## config.mk

```make
export PLATFORM = sky130hd
export DESIGN_NAME = sha1_round_sequencer_flat
export DESIGN_NICKNAME = d
export VERILOG_FILES = /design/src/rtl/sha1_round_sequencer_if.sv /design/src/rtl/sha1_round_sequencer.sv /design/src/flat_wrapper.sv
export SDC_FILE = /design/constraint.sdc
export NUM_CORES = 2
export LEC_CHECK = 0
export ABC_AREA = 0
export BUFFER_PORTS_ARGS = -buffer_cell sky130_fd_sc_hd__buf_2
export CORE_AREA = 2 2 325 327
export CTS_CLUSTER_SIZE = 8
export DETAILED_ROUTE_END_ITERATION = 16
export DIE_AREA = 0 0 327 329
export PLACE_DENSITY_LB_ADDON = 0.12
export SLEW_MARGIN = 20
export SYNTH_ARGS = -nofsm -noshare
export SYNTH_HDL_FRONTEND = slang
export SYNTH_SLANG_ARGS = --single-unit
```

## constraint.sdc

```tcl
create_clock -name clk -period 19.7 [get_ports clk]
set_input_delay 3.94 -clock clk [delete_from_list [all_inputs] [get_ports clk]]
set_output_delay 3.94 -clock clk [all_outputs]
set_load 0.1 [all_outputs]
```

## src/rtl/sha1_round_sequencer_if.sv

```systemverilog
// Block-level handshake and data bus of the SHA-1 round sequencer.
interface sha1_round_sequencer_if;
  logic         start;
  logic [511:0] block_in;
  logic [159:0] h_in;
  logic         ready;
  logic         done;
  logic [159:0] digest_out;

  modport master (output start, block_in, h_in, input ready, done, digest_out);
  modport slave  (input start, block_in, h_in, output ready, done, digest_out);
endinterface

```

## src/rtl/sha1_round_sequencer.sv

```systemverilog
// Iterative SHA-1 compression: one round per cycle, 81 cycles from accept to done.
// Define SHA1_FINAL_ADD_EN to add the chaining value to the final working state.
module sha1_round_sequencer #(
  parameter bit USE_STD_IV = 1'b0
) (
  input  logic                   clk,
  input  logic                   rst,
  sha1_round_sequencer_if.slave  bus
);

  localparam logic [159:0] SHA1_IV =
    160'h67452301_EFCDAB89_98BADCFE_10325476_C3D2E1F0;

  typedef enum logic [1:0] {IDLE, ROUND, FINAL} state_t;

  state_t       state_q, state_d;
  logic [6:0]   t_q, t_d;
  logic         accept, finish;
  logic         done_q;
  logic [159:0] digest_q, digest_d;

  logic [31:0]  a_q, b_q, c_q, d_q, e_q;
  logic [31:0]  w_q [16];
  logic [31:0]  w_t, a_next;
  logic [159:0] h_init;

  function automatic logic [31:0] rotl(input logic [31:0] x, input int unsigned n);
    return (x << n) | (x >> (32 - n));
  endfunction

  function automatic logic [31:0] f_fn(input logic [6:0] t, input logic [31:0] b,
                                       input logic [31:0] c, input logic [31:0] d);
    if (t < 7'd20)      return (b & c) | (~b & d);
    else if (t < 7'd40) return b ^ c ^ d;
    else if (t < 7'd60) return (b & c) | (b & d) | (c & d);
    else                return b ^ c ^ d;
  endfunction

  function automatic logic [31:0] k_fn(input logic [6:0] t);
    if (t < 7'd20)      return 32'h5A827999;
    else if (t < 7'd40) return 32'h6ED9EBA1;
    else if (t < 7'd60) return 32'h8F1BBCDC;
    else                return 32'hCA62C1D6;
  endfunction

  assign h_init = USE_STD_IV ? SHA1_IV : bus.h_in;

  // The first 16 rounds recycle the block words, leaving W0..W15 in place for expansion.
  assign w_t    = (t_q < 7'd16) ? w_q[0]
                                : rotl(w_q[13] ^ w_q[8] ^ w_q[2] ^ w_q[0], 1);
  assign a_next = f_fn(t_q, b_q, c_q, d_q) + rotl(a_q, 5) + e_q + k_fn(t_q) + w_t;

`ifdef SHA1_FINAL_ADD_EN
  logic [31:0] h0_q, h1_q, h2_q, h3_q, h4_q;
  assign digest_d = {h0_q + a_q, h1_q + b_q, h2_q + c_q, h3_q + d_q, h4_q + e_q};

  always_ff @(posedge clk) begin
    if (accept) {h0_q, h1_q, h2_q, h3_q, h4_q} <= h_init;
  end
`else
  assign digest_d = {a_q, b_q, c_q, d_q, e_q};
`endif

  always_comb begin
    state_d = state_q;
    t_d     = t_q;
    accept  = 1'b0;
    finish  = 1'b0;
    case (state_q)
      IDLE: begin
        if (bus.start) begin
          accept  = 1'b1;
          t_d     = 7'd0;
          state_d = ROUND;
        end
      end
      ROUND: begin
        if (t_q == 7'd79) begin
          t_d     = 7'd0;
          state_d = FINAL;
        end else begin
          t_d = t_q + 7'd1;
        end
      end
      FINAL: begin
        finish  = 1'b1;
        state_d = IDLE;
      end
      default: state_d = IDLE;
    endcase
  end

  always_ff @(posedge clk) begin
    if (rst) begin
      state_q  <= IDLE;
      t_q      <= 7'd0;
      done_q   <= 1'b0;
      digest_q <= '0;
    end else begin
      state_q <= state_d;
      t_q     <= t_d;
      done_q  <= finish;
      if (finish) digest_q <= digest_d;
    end
  end

  // Working state and message window carry no reset; they are always loaded on accept.
  always_ff @(posedge clk) begin
    if (accept) begin
      {a_q, b_q, c_q, d_q, e_q} <= h_init;
      for (int i = 0; i < 16; i++) w_q[i] <= bus.block_in[511 - 32*i -: 32];
    end else if (state_q == ROUND) begin
      a_q <= a_next;
      b_q <= a_q;
      c_q <= rotl(b_q, 30);
      d_q <= c_q;
      e_q <= d_q;
      for (int i = 0; i < 15; i++) w_q[i] <= w_q[i+1];
      w_q[15] <= w_t;
    end
  end

  assign bus.ready      = (state_q == IDLE);
  assign bus.done       = done_q;
  assign bus.digest_out = digest_q;

endmodule

```

## src/flat_wrapper.sv

```systemverilog
// flat-port wrapper written by rule: the top's interface ports become plain ports
module sha1_round_sequencer_flat 
#(
  parameter bit USE_STD_IV = 1'b0
)
  (clk, rst, bus_start, bus_block_in, bus_h_in, bus_ready, bus_done, bus_digest_out);
  sha1_round_sequencer_if bus_i ();
  input  logic clk;
  input  logic rst;
  input wire logic [$bits(bus_i.start)-1:0] bus_start;
  input wire logic [$bits(bus_i.block_in)-1:0] bus_block_in;
  input wire logic [$bits(bus_i.h_in)-1:0] bus_h_in;
  output wire logic [$bits(bus_i.ready)-1:0] bus_ready;
  output wire logic [$bits(bus_i.done)-1:0] bus_done;
  output wire logic [$bits(bus_i.digest_out)-1:0] bus_digest_out;
  assign bus_i.start = bus_start;
  assign bus_i.block_in = bus_block_in;
  assign bus_i.h_in = bus_h_in;
  assign bus_ready = bus_i.ready;
  assign bus_done = bus_i.done;
  assign bus_digest_out = bus_i.digest_out;
  sha1_round_sequencer #(.USE_STD_IV(USE_STD_IV)) u_core (.clk(clk), .rst(rst), .bus(bus_i));
endmodule
```

======== Word level (Yosys, flattened, before mapping) ========
Memories as Yosys holds them, arrays and structs flattened.
Index checks and enable logic that the tools add are counted.
storage, ports and cells
  register bits ........................... 330
  memory bits (writable) .................. 512
  logic and storage cells ................. 108
  memories kept ........................... 1
  output and inout port bits .............. 162
operators by class
  order comparisons ....................... 4
  eq/ne operators ......................... 5
  mux-type cells .......................... 47
  bitwise gates (word level) .............. 32
  reduce and logical (&&, ||, !) cells .... 5
  add/subtract/negate cells ............... 5
memories
  memory      words  width  rd ports  clocked after memory_dff  write ports  line                        text
  u_core.w_q  16     32     16        0                         16           sha1_round_sequencer.sv:23  logic [31:0] w_q [16];
operators with widths
  kind                 count
  $mux 32              32
  $xor 32x32->32       5
  $add 32x32->32       4
  $and 32x32->32       4
  $or 32x32->32        3
  $not 32->32          1
  $or 32x1->32         1
  $or 32x30->32        1
  $or 32x5->32         1
  $mux 31              1
  $or 1x1->1           16
  $lt 7x5->1 const B   2
  $lt 7x6->1 const B   2
  $mux 7               2
  $pmux 7 s2           1
  $mux 1               8
  $add 7x1->7 const B  1
  $eq 7x7->1 const B   1
  $mux 2               2
  $pmux 2 s2           1
  $reduce_and 2->1     2
  $reduce_bool 2->1    2
  $eq 2x1->1 const B   1
  $eq 2x2->1 const B   1
  3 further kinds      3

======== Longest topological paths before layout ========
  depth after elaboration ................. 12
  gate-level depth with buffers ........... 24
  mapped depth without buffers ............ 22

======== Least setup slack after synthesis ========
No wires, ideal clock.
  kind .................................... input-to-reg
  start ................................... input port bus_start
  end ..................................... register u_core.t_q[2]
  buffers on the path ..................... 1
  setup time .............................. 128 ps
  arrival ................................. 19065 ps
  path slack .............................. 508 ps
  stages .................................. 7
  path through ............................ and2_1 clkbuf_1 nor2_1 inv_1 o21ai_0 a21oi_1 nor2_1
on the way
  cells in the longest elaborated chain, start to end .. 2
RTL lines
  element                     line                         text
  from (decl)                 flat_wrapper.sv:10           input wire logic [$bits(bus_i.start)-1:0] bus_start;
  $ne 2x2->1 (no line)        n/a
  $reduce_and 2->1 (no line)  n/a
  to (signal assigned)        sha1_round_sequencer.sv:101  t_q <= t_d;
  to (decl)                   sha1_round_sequencer.sv:17   logic [6:0] t_q, t_d;
No other way between the ends.
A chain may end at the register's enable or synchronous reset.

==> flow_metrics.env <==
export IMPL_whs_path_depth=2
export IMPL_hold_path_class="flip-flop to flip-flop"
export IMPL_setup_worst_path_start_class="primary input"
export IMPL_die_area_sq_um=108000
export IMPL_post_cts_buffers=0
export IMPL_slew_violations=0
export IMPL_pin_count=837
export IMPL_rsz0062_at_grt="no"
export IMPL_postCtsHoldBufs=0
export IMPL_synth_cell_types=66
export IMPL_grt_overflow_total=0
export IMPL_cp_required_ns=20.03
export IMPL_p_leak_nw=22.4
export IMPL_place_area_sq_um=46200
export IMPL_tightestPinTransition_ns=1.14
export IMPL_via_per_inst=5.03
export IMPL_syn_nets=5152
export IMPL_hold_end="u_core.bus.digest_out[91]"
export IMPL_timing_final_hold_violations=0
export IMPL_clock_sinks=842
export IMPL_grt_pass1_vias=31600
export IMPL_ys_warn_count=0
export IMPL_reg2reg_depth=20
export IMPL_cts_tree="yes"
export IMPL_hpwl_um=107000
export IMPL_place_inst=6348
export IMPL_io_buffers=836
export IMPL_drtIter0Drc=2870
export IMPL_drive_gt1_frac=0.200
export IMPL_final_setup_skew_ns=0.0401
export IMPL_syn_area_sq_um=40800
export IMPL_antenna_found_initial=69
export IMPL_slew_headroom=0.240
export IMPL_whs_ns=0.448
export IMPL_path_class="primary input to flip-flop"
export IMPL_route_detailed_drc=0
export IMPL_numCtsBuffers=116
export IMPL_drtPass1Iterations=7
export IMPL_grt_pass1_wl_um=208000
export IMPL_p_total_mw=7.39
export IMPL_powerDensity_nw_per_um2=149
export IMPL_core_area_sq_um=104000
export IMPL_final_antenna_net_count=0
export IMPL_wl_per_cell_um=22.2
export IMPL_finalSetupViolations=0
export IMPL_cts_buffer_depth=3
export IMPL_synth_cells=4317
export IMPL_clk_pin_slew_ns=0.05
export IMPL_place_gp_congestion=0.898
export IMPL_max_cap_violations=0
export IMPL_end_kind="flip-flop"
export IMPL_finalInstanceArea_sq_um=49500
export IMPL_final_min_clock_period_ns=7.89
export IMPL_dpl_worst_slack_ns=10.96
export IMPL_worst_ir_drop_vdd_mv=0.123
export IMPL_start_util=0.391
export IMPL_ctsResizeCount=0
export IMPL_ys_async_sr_fraction=0
export IMPL_crit_arrival_ns=8.22
export IMPL_die_y_um=329
export IMPL_via_count=32900
export IMPL_num_rows=119
export IMPL_htree_num_levels=3
export IMPL_syn_to_final_growth_pct=21.4
export IMPL_finalWorstSetupSlack_ns=11.81
export IMPL_grt_max_degree=198
export IMPL_clock_latency_ns=0.71
export IMPL_cts_root_buf="clkbuf_16"
export IMPL_wirelength_um=145000
export IMPL_synth_top_flop_cell="edfxtp_1"
export IMPL_nNetsFinal=5910
export IMPL_regToRegSetupSlack_ns=12.99
export IMPL_r2r_end="u_core.a_q[24]"
export IMPL_reg2reg_from="u_core.t_q[5]"
export IMPL_utilization=0.475
export IMPL_final_cells=6542
export IMPL_crit_fanout=124
export IMPL_fin_tns_setup_ns=0
export IMPL_grt_usage=0.264
export IMPL_timing_final_crit_share=0.401
export IMPL_synth_seq_cells=842
export IMPL_yosysSeqAreaShare=0.578
export IMPL_synth_edff_count=672
export IMPL_status="finished, final reports clean"
export IMPL_synth_avg_cell_area_sq_um=9.45
export IMPL_fmax_mhz=127
export IMPL_dieWidth_um=327
export IMPL_worstHoldStart="u_core.bus.digest_out[91]"
## critical path: stages
cell    delay [ns]
buf_2         0.12
and2_4        0.50
nor2_1        0.29
inv_8         0.72
buf_4         0.93
buf_4         0.91
buf_4         0.71
## layer usage
layer | vias up | part of all wire | global-route usage
met5 | - | 0.0011 | 0
met1 | 15800 | 0.41 | 0.346
met3 | 286 | 0.072 | 0.0505
met2 | 1196 | 0.48 | 0.434
li1 | 15600 | - | -
met4 | 26 | 0.034 | 0.0989
## synth_stat cells (all sizes together), types with 7 or more instances
cell type | n | share of area
mux2i | 31 | 0.0076
fa | 114 | 0.056
nor2b | 8 | 0.0014
inv | 142 | 0.013
a21o | 9 | 0.0017
nand2b | 8 | 0.0012
clkbuf | 219 | 0.020
nor3 | 9 | 0.0014
dfxtp | 170 | 0.083
nand2 | 2209 | 0.20
a221o | 12 | 0.0029
o21ai | 79 | 0.0098
nand3 | 10 | 0.0012
a221oi | 7 | 0.0017
nor2 | 105 | 0.0097
a21oi | 241 | 0.030
xor2 | 10 | 0.0021
xnor2 | 119 | 0.026
a211oi | 7 | 0.0014
and3 | 8 | 0.0012
buf | 9 | 0.0011
ha | 46 | 0.014
edfxtp | 672 | 0.49
## worst max path at each step
stage	startpoint	end	slack [ns]	cells after the start
5_1_grt	bus_start	u_core.w_q[2][61]	11.47	7
4_1_cts	bus_start	u_core.w_q[3][27]	11.74	7
6_report	bus_start	u_core.w_q[2][61]	11.81	7
3_3_place_gp	bus_start	u_core.w_q[3][26]	10.95	7
2_1_floorplan	bus_start	u_core.t_q[2]	0.51	7
3_5_place_dp	bus_start	u_core.w_q[3][58]	10.96	7
## power by group
group          total [mW]  internal [mW]  switching (mW)
clock network        1.85           1.08           0.772
logic                3.05           1.21            1.84
registers            2.49           2.29           0.203
total                7.39           4.58            2.81
## cell type report
cell class	count	area, sq um
Tap cell	1391	1740
Fill cell	10300	54800
Clock inverter	8	149
Antenna cell	27	67.6
Timing Repair Buffer	868	4480
Inverter	142	541
Clock buffer	159	3100
Sequential cell	842	23600
Multi-Input combinational cell	3105	15900
## cell families (layout without fill, tap and decap cells)
family          count (synthesis)  count (layout)  synth area share
flops                         842             842             0.578
fa+ha+maj                     160             160            0.0700
other cells                     0              27                 0
xor+xnor                      129             129            0.0277
mux                            31              31           0.00761
simple gates                 2374            2374             0.222
compound gates                411             411            0.0600
buf+inv                       370            1177            0.0343
## layout by cell type (no fill, tap or decap), types with 5 or more instances in the layout
| cell type | count |
|---|---|
| inv_1 | 140 |
| and3_1 | 8 |
| a221oi_1 | 6 |
| buf_4 | 29 |
| a211oi_1 | 6 |
| xnor2_1 | 119 |
| buf_2 | 835 |
| nor2_1 | 105 |
| clkbuf_1 | 39 |
| o21ai_0 | 70 |
| nor2b_1 | 5 |
| a21o_1 | 9 |
| a221o_1 | 12 |
| clkbuf_16 | 116 |
| mux2i_1 | 31 |
| nand2_1 | 2208 |
| xor2_1 | 10 |
| a31oi_1 | 6 |
| edfxtp_1 | 672 |
| nor3b_1 | 5 |
| o221ai_1 | 6 |
| nand2b_1 | 6 |
| fa_1 | 114 |
| o21ai_1 | 8 |
| o21a_1 | 5 |
| ha_1 | 46 |
| dfxtp_1 | 170 |
| o221a_2 | 6 |
| a21oi_1 | 240 |
| nor3_1 | 8 |
| nand3_1 | 10 |
| diode_2 | 27 |
## flip-flops by register name, summed over array words and instances, names as in the netlist
| signal | count |
|---|---|
| u_core.w_q | 512 |
| u_core.bus.digest_out | 160 |
| u_core.a_q | 32 |
| u_core.b_q | 32 |
| u_core.c_q | 32 |
| u_core.d_q | 32 |
| u_core.e_q | 32 |
| u_core.t_q | 7 |
| u_core.state_q | 2 |
| u_core.bus.done | 1 |
Power figures use the tool's default switching activity.
